===== src/rtl/apu_length_bank.sv =====
// apu_length_bank
// Bank of NES-style length counters sitting between the tone generators and
// the mixer. Each channel is loaded from the 32-entry length table, counts
// down on half-frame ticks and mutes its sample once it reaches zero.

module apu_length_bank #(
    parameter int NUM_CH     = 4,
    parameter int SAMPLE_W   = 4,
    parameter int DIV_PERIOD = 29830,
    parameter int TICK_SRC   = 0,
    localparam int CH_W      = (NUM_CH > 1) ? $clog2(NUM_CH) : 1,
    localparam int DIV_W     = (DIV_PERIOD > 2) ? $clog2(DIV_PERIOD) : 1
) (
    input  logic                         clk,
    input  logic                         rst_n,
    input  logic                         wr_en,
    input  logic [CH_W-1:0]              wr_ch,
    input  logic [4:0]                   wr_len,
    input  logic [NUM_CH-1:0]            ch_enable,
    input  logic [NUM_CH-1:0]            halt,
    input  logic                         ext_tick,
    input  logic [NUM_CH*SAMPLE_W-1:0]   snd_in,
    output logic [NUM_CH*SAMPLE_W-1:0]   snd_out,
    output logic [NUM_CH-1:0]            active,
    output logic                         tick_out
);

    logic [DIV_W-1:0]            div_cnt_q, div_cnt_d;
    logic                        int_tick;
    logic                        tick;
    logic                        tick_out_q, tick_out_d;
    logic [7:0]                  cnt_q [NUM_CH];
    logic [7:0]                  cnt_d [NUM_CH];
    logic [NUM_CH*SAMPLE_W-1:0]  snd_out_q, snd_out_d;
    int                          wr_sel;

    // Standard NES length table, indexed by the 5-bit value written by the CPU
    function automatic logic [7:0] len_lookup(input logic [4:0] idx);
        logic [7:0] val;
        case (idx)
            5'd0:  val = 8'd10;
            5'd1:  val = 8'd254;
            5'd2:  val = 8'd20;
            5'd3:  val = 8'd2;
            5'd4:  val = 8'd40;
            5'd5:  val = 8'd4;
            5'd6:  val = 8'd80;
            5'd7:  val = 8'd6;
            5'd8:  val = 8'd160;
            5'd9:  val = 8'd8;
            5'd10: val = 8'd60;
            5'd11: val = 8'd10;
            5'd12: val = 8'd14;
            5'd13: val = 8'd12;
            5'd14: val = 8'd26;
            5'd15: val = 8'd14;
            5'd16: val = 8'd12;
            5'd17: val = 8'd16;
            5'd18: val = 8'd24;
            5'd19: val = 8'd18;
            5'd20: val = 8'd48;
            5'd21: val = 8'd20;
            5'd22: val = 8'd96;
            5'd23: val = 8'd22;
            5'd24: val = 8'd192;
            5'd25: val = 8'd24;
            5'd26: val = 8'd72;
            5'd27: val = 8'd26;
            5'd28: val = 8'd16;
            5'd29: val = 8'd28;
            5'd30: val = 8'd32;
            default: val = 8'd30;
        endcase
        return val;
    endfunction

    // Free-running half-frame divider and selection of the tick source in use;
    // the divider keeps running even when the external tick is selected
    always_comb begin
        int_tick   = (div_cnt_q == DIV_W'(DIV_PERIOD - 1));
        div_cnt_d  = int_tick ? '0 : div_cnt_q + 1'b1;
        tick       = (TICK_SRC == 0) ? int_tick : ext_tick;
        tick_out_d = tick;
    end

    // Per-channel counter update (disable > load > decrement > hold) and
    // sample gating based on the counter value before this cycle's update
    always_comb begin
        wr_sel    = int'(wr_ch);
        snd_out_d = '0;
        active    = '0;
        for (int i = 0; i < NUM_CH; i++) begin
            cnt_d[i] = cnt_q[i];
            if (!ch_enable[i]) begin
                cnt_d[i] = 8'd0;
            end else if (wr_en && (wr_sel == i)) begin
                cnt_d[i] = len_lookup(wr_len);
            end else if (tick && !halt[i] && (cnt_q[i] != 8'd0)) begin
                cnt_d[i] = cnt_q[i] - 8'd1;
            end
            active[i] = (cnt_q[i] != 8'd0);
            if (cnt_q[i] != 8'd0) begin
                snd_out_d[i*SAMPLE_W +: SAMPLE_W] = snd_in[i*SAMPLE_W +: SAMPLE_W];
            end
        end
    end

    // State registers with synchronous active-low reset
    always_ff @(posedge clk) begin
        if (!rst_n) begin
            div_cnt_q  <= '0;
            tick_out_q <= 1'b0;
            snd_out_q  <= '0;
            for (int i = 0; i < NUM_CH; i++) begin
                cnt_q[i] <= 8'd0;
            end
        end else begin
            div_cnt_q  <= div_cnt_d;
            tick_out_q <= tick_out_d;
            snd_out_q  <= snd_out_d;
            for (int i = 0; i < NUM_CH; i++) begin
                cnt_q[i] <= cnt_d[i];
            end
        end
    end

    assign snd_out  = snd_out_q;
    assign tick_out = tick_out_q;

endmodule


===== config.mk =====
export PLATFORM = sky130hd
export DESIGN_NAME = apu_length_bank
export DESIGN_NICKNAME = d
export VERILOG_FILES = /design/src/rtl/apu_length_bank.sv
export SDC_FILE = /design/constraint.sdc
export NUM_CORES = 1
export LEC_CHECK = 0
export CORE_ASPECT_RATIO = 0.7
export CORE_MARGIN = 2
export CORE_UTILIZATION = 40
export CTS_BUF_LIST = sky130_fd_sc_hd__clkbuf_4 sky130_fd_sc_hd__clkbuf_8 sky130_fd_sc_hd__clkbuf_16
export DETAILED_ROUTE_END_ITERATION = 6
export SYNTH_ARGS = -nofsm -noshare
export SYNTH_HDL_FRONTEND = slang
export SYNTH_SLANG_ARGS = --single-unit

===== constraint.sdc =====
create_clock -name clk -period 2.47 [get_ports clk]
set_clock_uncertainty 0.05 [all_clocks]
set_input_delay 0.494 -clock clk [delete_from_list [all_inputs] [get_ports clk]]
set_output_delay 0.494 -clock clk [all_outputs]
set_load 0.02 [all_outputs]

[Word-level counts from Yosys, hierarchy flattened]
Memories as Yosys holds them, arrays and structs flattened.
Index checks and enable logic that the tools add are counted.
Storage, ports and cells
  memories: 5
  bits in read-only memories: 896
  bits in writable memories: 32
  output and inout bits: 21
  register bits after elaboration: 32
Operators by class
  add/subtract/negate cells: 5
  multiplexer cells: 18
  bitwise logic cells: 5
  reduce and logical (&&, ||, !) cells: 26
  equal/unequal tests: 4
Memories
  (no name shown): words 32, width 7, rd ports 1, clocked after memory_dff 0, write ports 0, line 40  | case (idx)
  (no name shown): words 32, width 7, rd ports 1, clocked after memory_dff 0, write ports 0, line 40
  (no name shown): words 32, width 7, rd ports 1, clocked after memory_dff 0, write ports 0, line 40
  (no name shown): words 32, width 7, rd ports 1, clocked after memory_dff 0, write ports 0, line 40
  cnt_q: words 4, width 8, rd ports 4, clocked after memory_dff 0, write ports 4, line 32  | logic [7:0] cnt_q [NUM_CH];
Operators by type and width (number)
  8-bit two-way mux: 16
  8-bit nonzero test: 4
  8-bit by 1-bit subtractor with 8-bit output, second input constant: 4
  15-bit by 1-bit adder with 15-bit output, second input constant: 1
  15-bit == test, second input constant: 1
  1-bit logical AND: 12
  2-bit AND reduction: 4
  2-bit == test, second input constant: 2
  1-bit zero test: 4
  1-bit OR: 4
  2-bit by 1-bit == test with 1-bit output, second input constant: 1
  2-bit zero test: 1
  1-bit two-way mux: 2
  2-bit OR reduction: 1
  1-bit inverter: 1

[Depth between registers and ports, before layout]
  word-level depth: 7
  gate-level depth with buffers: 9

[Least setup slack after synthesis]
Ideal clock, no wire load.
  path type: flip-flop to flip-flop
  start point: register div_cnt_q[4]
  end point: memory cnt_q[1][3]
  setup time: 0.131 ns
  required time: 2.289 ns
  arrival time: 2.013 ns
  buffers on the path: 1
  path slack: 0.276 ns
  cell stages (with the launch flop): 7
  path through: dfxtp_1 or4b_1 or4_1 buf_4 nor4_1 xnor2_1 a21oi_1
RTL lines
  start: declaration: line 28  | logic [DIV_W-1:0] div_cnt_q, div_cnt_d;
  start signal: assignment: line 118  | div_cnt_q <= div_cnt_d;
  end: declaration: line 32

==> impl_metrics.json <==
{
  "outcome": "complete, no violations",
  "cts-root-buf": "clkbuf_16",
  "insertion_delay_ns": 0.33,
  "final.period_utilization_pct": 96.3,
  "met3_length_um": 450,
  "power_w": 0.00271,
  "grt_max_degree": 28,
  "powerDensity_mw_per_mm2": 597,
  "max_slew_margin_pct": 61.6,
  "syn_nets": 448,
  "drtPass1Iterations": 5,
  "hold_viol": 0,
  "hp-class": "flop to flop",
  "synth-warning-count": 0,
  "synth-compound-area-share_pct": 13.0,
  "required_ns": 2.66,
  "cts_hold_buf": 0,
  "crit_path_end_kind": "flop",
  "synth_xor_area_share_pct": 9.12,
  "final.fill_count": 716,
  "finalNonFillerCells": 585,
  "critPathMaxFanout": 10,
  "start_util_pct": 42.0,
  "r2r-start": "div_cnt_q[4]",
  "final_area_mm2": 0.00453,
  "drt-initial-drc-count": 202,
  "rows": 27,
  "antenna_found_initial": 0,
  "num_vias": 3087,
  "tns_ns": 0,
  "yosysUniqueCellTypes": 47,
  "path_clk_slew_ns": 0.05,
  "drcViolationCount": 0,
  "routed_wl_mm": 8.64,
  "finalWeightedCongestion": 0.839,
  "antenna_cells": 0,
  "post-route-util_pct": 56.6,
  "p_leak_nw": 1.76,
  "layout.nets": 526,
  "cts-htree-levels": 3,
  "worst_ep_arrival_time_ns": 2.57,
  "synth_top_area_cell": "dfxtp_1",
  "port_buffers": 54,
  "critical_path_class": "flop to flop",
  "maxUsedRoutingLayer": "met4",
  "synthMuxAreaShare_pct": 1.19,
  "avgRoutedWirePerCell_um": 14.8,
  "grt-ovfl-total": 0,
  "fin_crit_ns": 2.38,
  "slowest_delay_ns": 0.56,
  "die-area_mm2": 0.00916,
  "synth_top_family_by_area": "simple AND/OR/NAND/NOR gates",
  "grt_pass1_wl_mm": 14.5,
  "synthAdderAreaFrac_pct": 4.47,
  "final_antenna_net_count": 0,
  "cts_buffers": 9,
  "synthToLayoutAreaGrowth_pct": 34.9,
  "cts_tree": "done",
  "coreArea_mm2": 0.00801,
  "path_cells": "or4b_1 > or4_1 > buf_6 > nor4_2 > xnor2_1 > a211oi_1",
  "yosys.area_share.simple_pct": 29.8,
  "synth_edf_count": 0,
  "synth_top_area_share_pct": 38.1,
  "cap_violations": 0,
  "rsz0062_at_grt": "true",
  "slew_viol_final": 0,
  "m1WireLength_mm": 4.32,
  "crit_start": "div_cnt_q[4]",
  "avgSynthCellArea_um2": 8.38,
  "place_area_mm2": 0.00419,
  "die_height_um": 80.7,
  "min-delay-start": "cnt_q[3][4]",
  "finalSetupViolations": 0,
  "synth.area.top_cells": "dfxtp_1, xor2_1, ha_1",
  "ys_seq_area_share_pct": 38.1,
  "die_w_um": 114,
  "drive_gt1_share_pct": 12.4,
  "netlist_area_mm2": 0.00336,
  "viasPerCell": 5.28,
  "clock-sinks": 64,
  "max_freq_mhz": 420,
  "ios": 56,
  "track_usage_pct": 20.3,
  "irDropWorstVdd_uv": 328,
  "cts_buffer_depth": 2,
  "crit_path_start_kind": "flop",
  "tightestPinTransition_ns": 0.575,
  "dp_hpwl_mm": 6.41,
  "ys.flop_type": "dfxtp_1",
  "grt_pass1_vias": 2971,
  "dr_wl_met2_mm": 3.81,
  "dp_cells": 569,
  "crit_slowest_cell": "or4b_1",
  "synthCells": 401,
  "ys_async_sr_fraction_pct": 0,
  "yosys_register_bits": 64
}
## repair_timing
| item | in CTS | in global routing |
|---|---|---|
| cloned | 0 | 0 |
| pin swaps | 0 | 1 |
| setup endpoints to repair | 4 | 5 |
| buffers inserted | 0 | 0 |
| gates resized for setup | 4 | 5 |
## worst paths after layout
path / to / depth (start not counted) / slack (ns)
max: cnt_q[1][6] / 6 / 0.09
min: cnt_q[3][4] / 2 / 0.45
max reg2reg: cnt_q[1][6] / 6 / 0.09
min reg2reg: cnt_q[3][4] / 2 / 0.45
## flip-flops by register name, summed over array words and instances (netlist names)
register	count
div_cnt_q	15
cnt_q	32
snd_out	16
tick_out	1
## metrics by stage
stage               worst slack [ns]  hold WS (ns)
CTS                          0.00810         0.447
finish                        0.0909         0.450
global placement              0.0545         0.432
global route                -0.00857         0.490
detailed placement           -0.0198         0.438
floorplan                      0.276         0.407
## cell type report
class / count / area, µm² / area share [%]
flip-flops and latches: 64 / 1280 / 28.3
clock buffers: 10 / 239 / 5.27
well taps: 101 / 126 / 2.79
inverters: 19 / 71.3 / 1.57
clock inverters: 6 / 68.8 / 1.52
multi-input cells: 300 / 1970 / 43.5
repair buffers: 85 / 773 / 17.1
## power by group
part           internal, W  switching (W)  total [W]
sequential         0.00106      0.0000150    0.00107
clock             0.000810       0.000463    0.00127
combinational     0.000170       0.000192   0.000362
total              0.00204       0.000670    0.00271
## metal layers
layer | vias to the layer above | track usage [%]
li1 | 1590 | -
met5 | - | 0
met1 | 1426 | 27.0
met4 | 0 | 7.32
met3 | 4 | 6.04
met2 | 67 | 31.1
## cells in the mapped netlist, types with 5 or more instances
cell,n
nor4_1,8
a211oi_1,8
nand3_1,21
nand2_1,21
xnor2_1,14
o22ai_1,6
inv_1,19
o21ai_0,14
dfxtp_1,64
xor2_1,21
and2_1,5
nand2b_1,10
nand4_1,12
and3_1,19
clkbuf_1,14
or4_1,7
a21oi_1,21
nor3_1,13
ha_1,12
nor2_1,36
## layout by cell type, fill, tap and decap left out, types with 7 or more instances in the layout
master           Yosys  final
xor2_1              21     21
clkbuf_16            0      9
dfxtp_1             64     64
nand2_1             21     21
and3_1              19     19
ha_1                12     12
a211oi_1             8      7
nor3_1              13     12
nand4_1             12     12
buf_4                1     30
clkdlybuf4s50_1      0     51
nand3_1             21     21
xnor2_1             14     14
inv_1               19     19
nor2_1              36     36
nand2b_1            10     10
nor4_1               8      7
a21oi_1             21     21
o21ai_0             14     14
## cells by family (layout without fill, tap and decap cells)
family / Yosys count / in the layout
compound gates: 70 / 70
xor+xnor: 35 / 35
fa+ha+maj: 12 / 12
buf+inv: 37 / 120
flops: 64 / 64
mux: 4 / 4
simple gates: 179 / 179
## worst max-delay path, delay by kind of cell (launching register included)
family	cells	cell delay [ns]
and+or+nand+nor	3	1.37
AOI/OAI and AO/OA	1	0.23
buffers and inverters	1	0.18
xor gates and xnor gates	1	0.10
DFF	1	0.35
(Power assumes the default switching activity.)
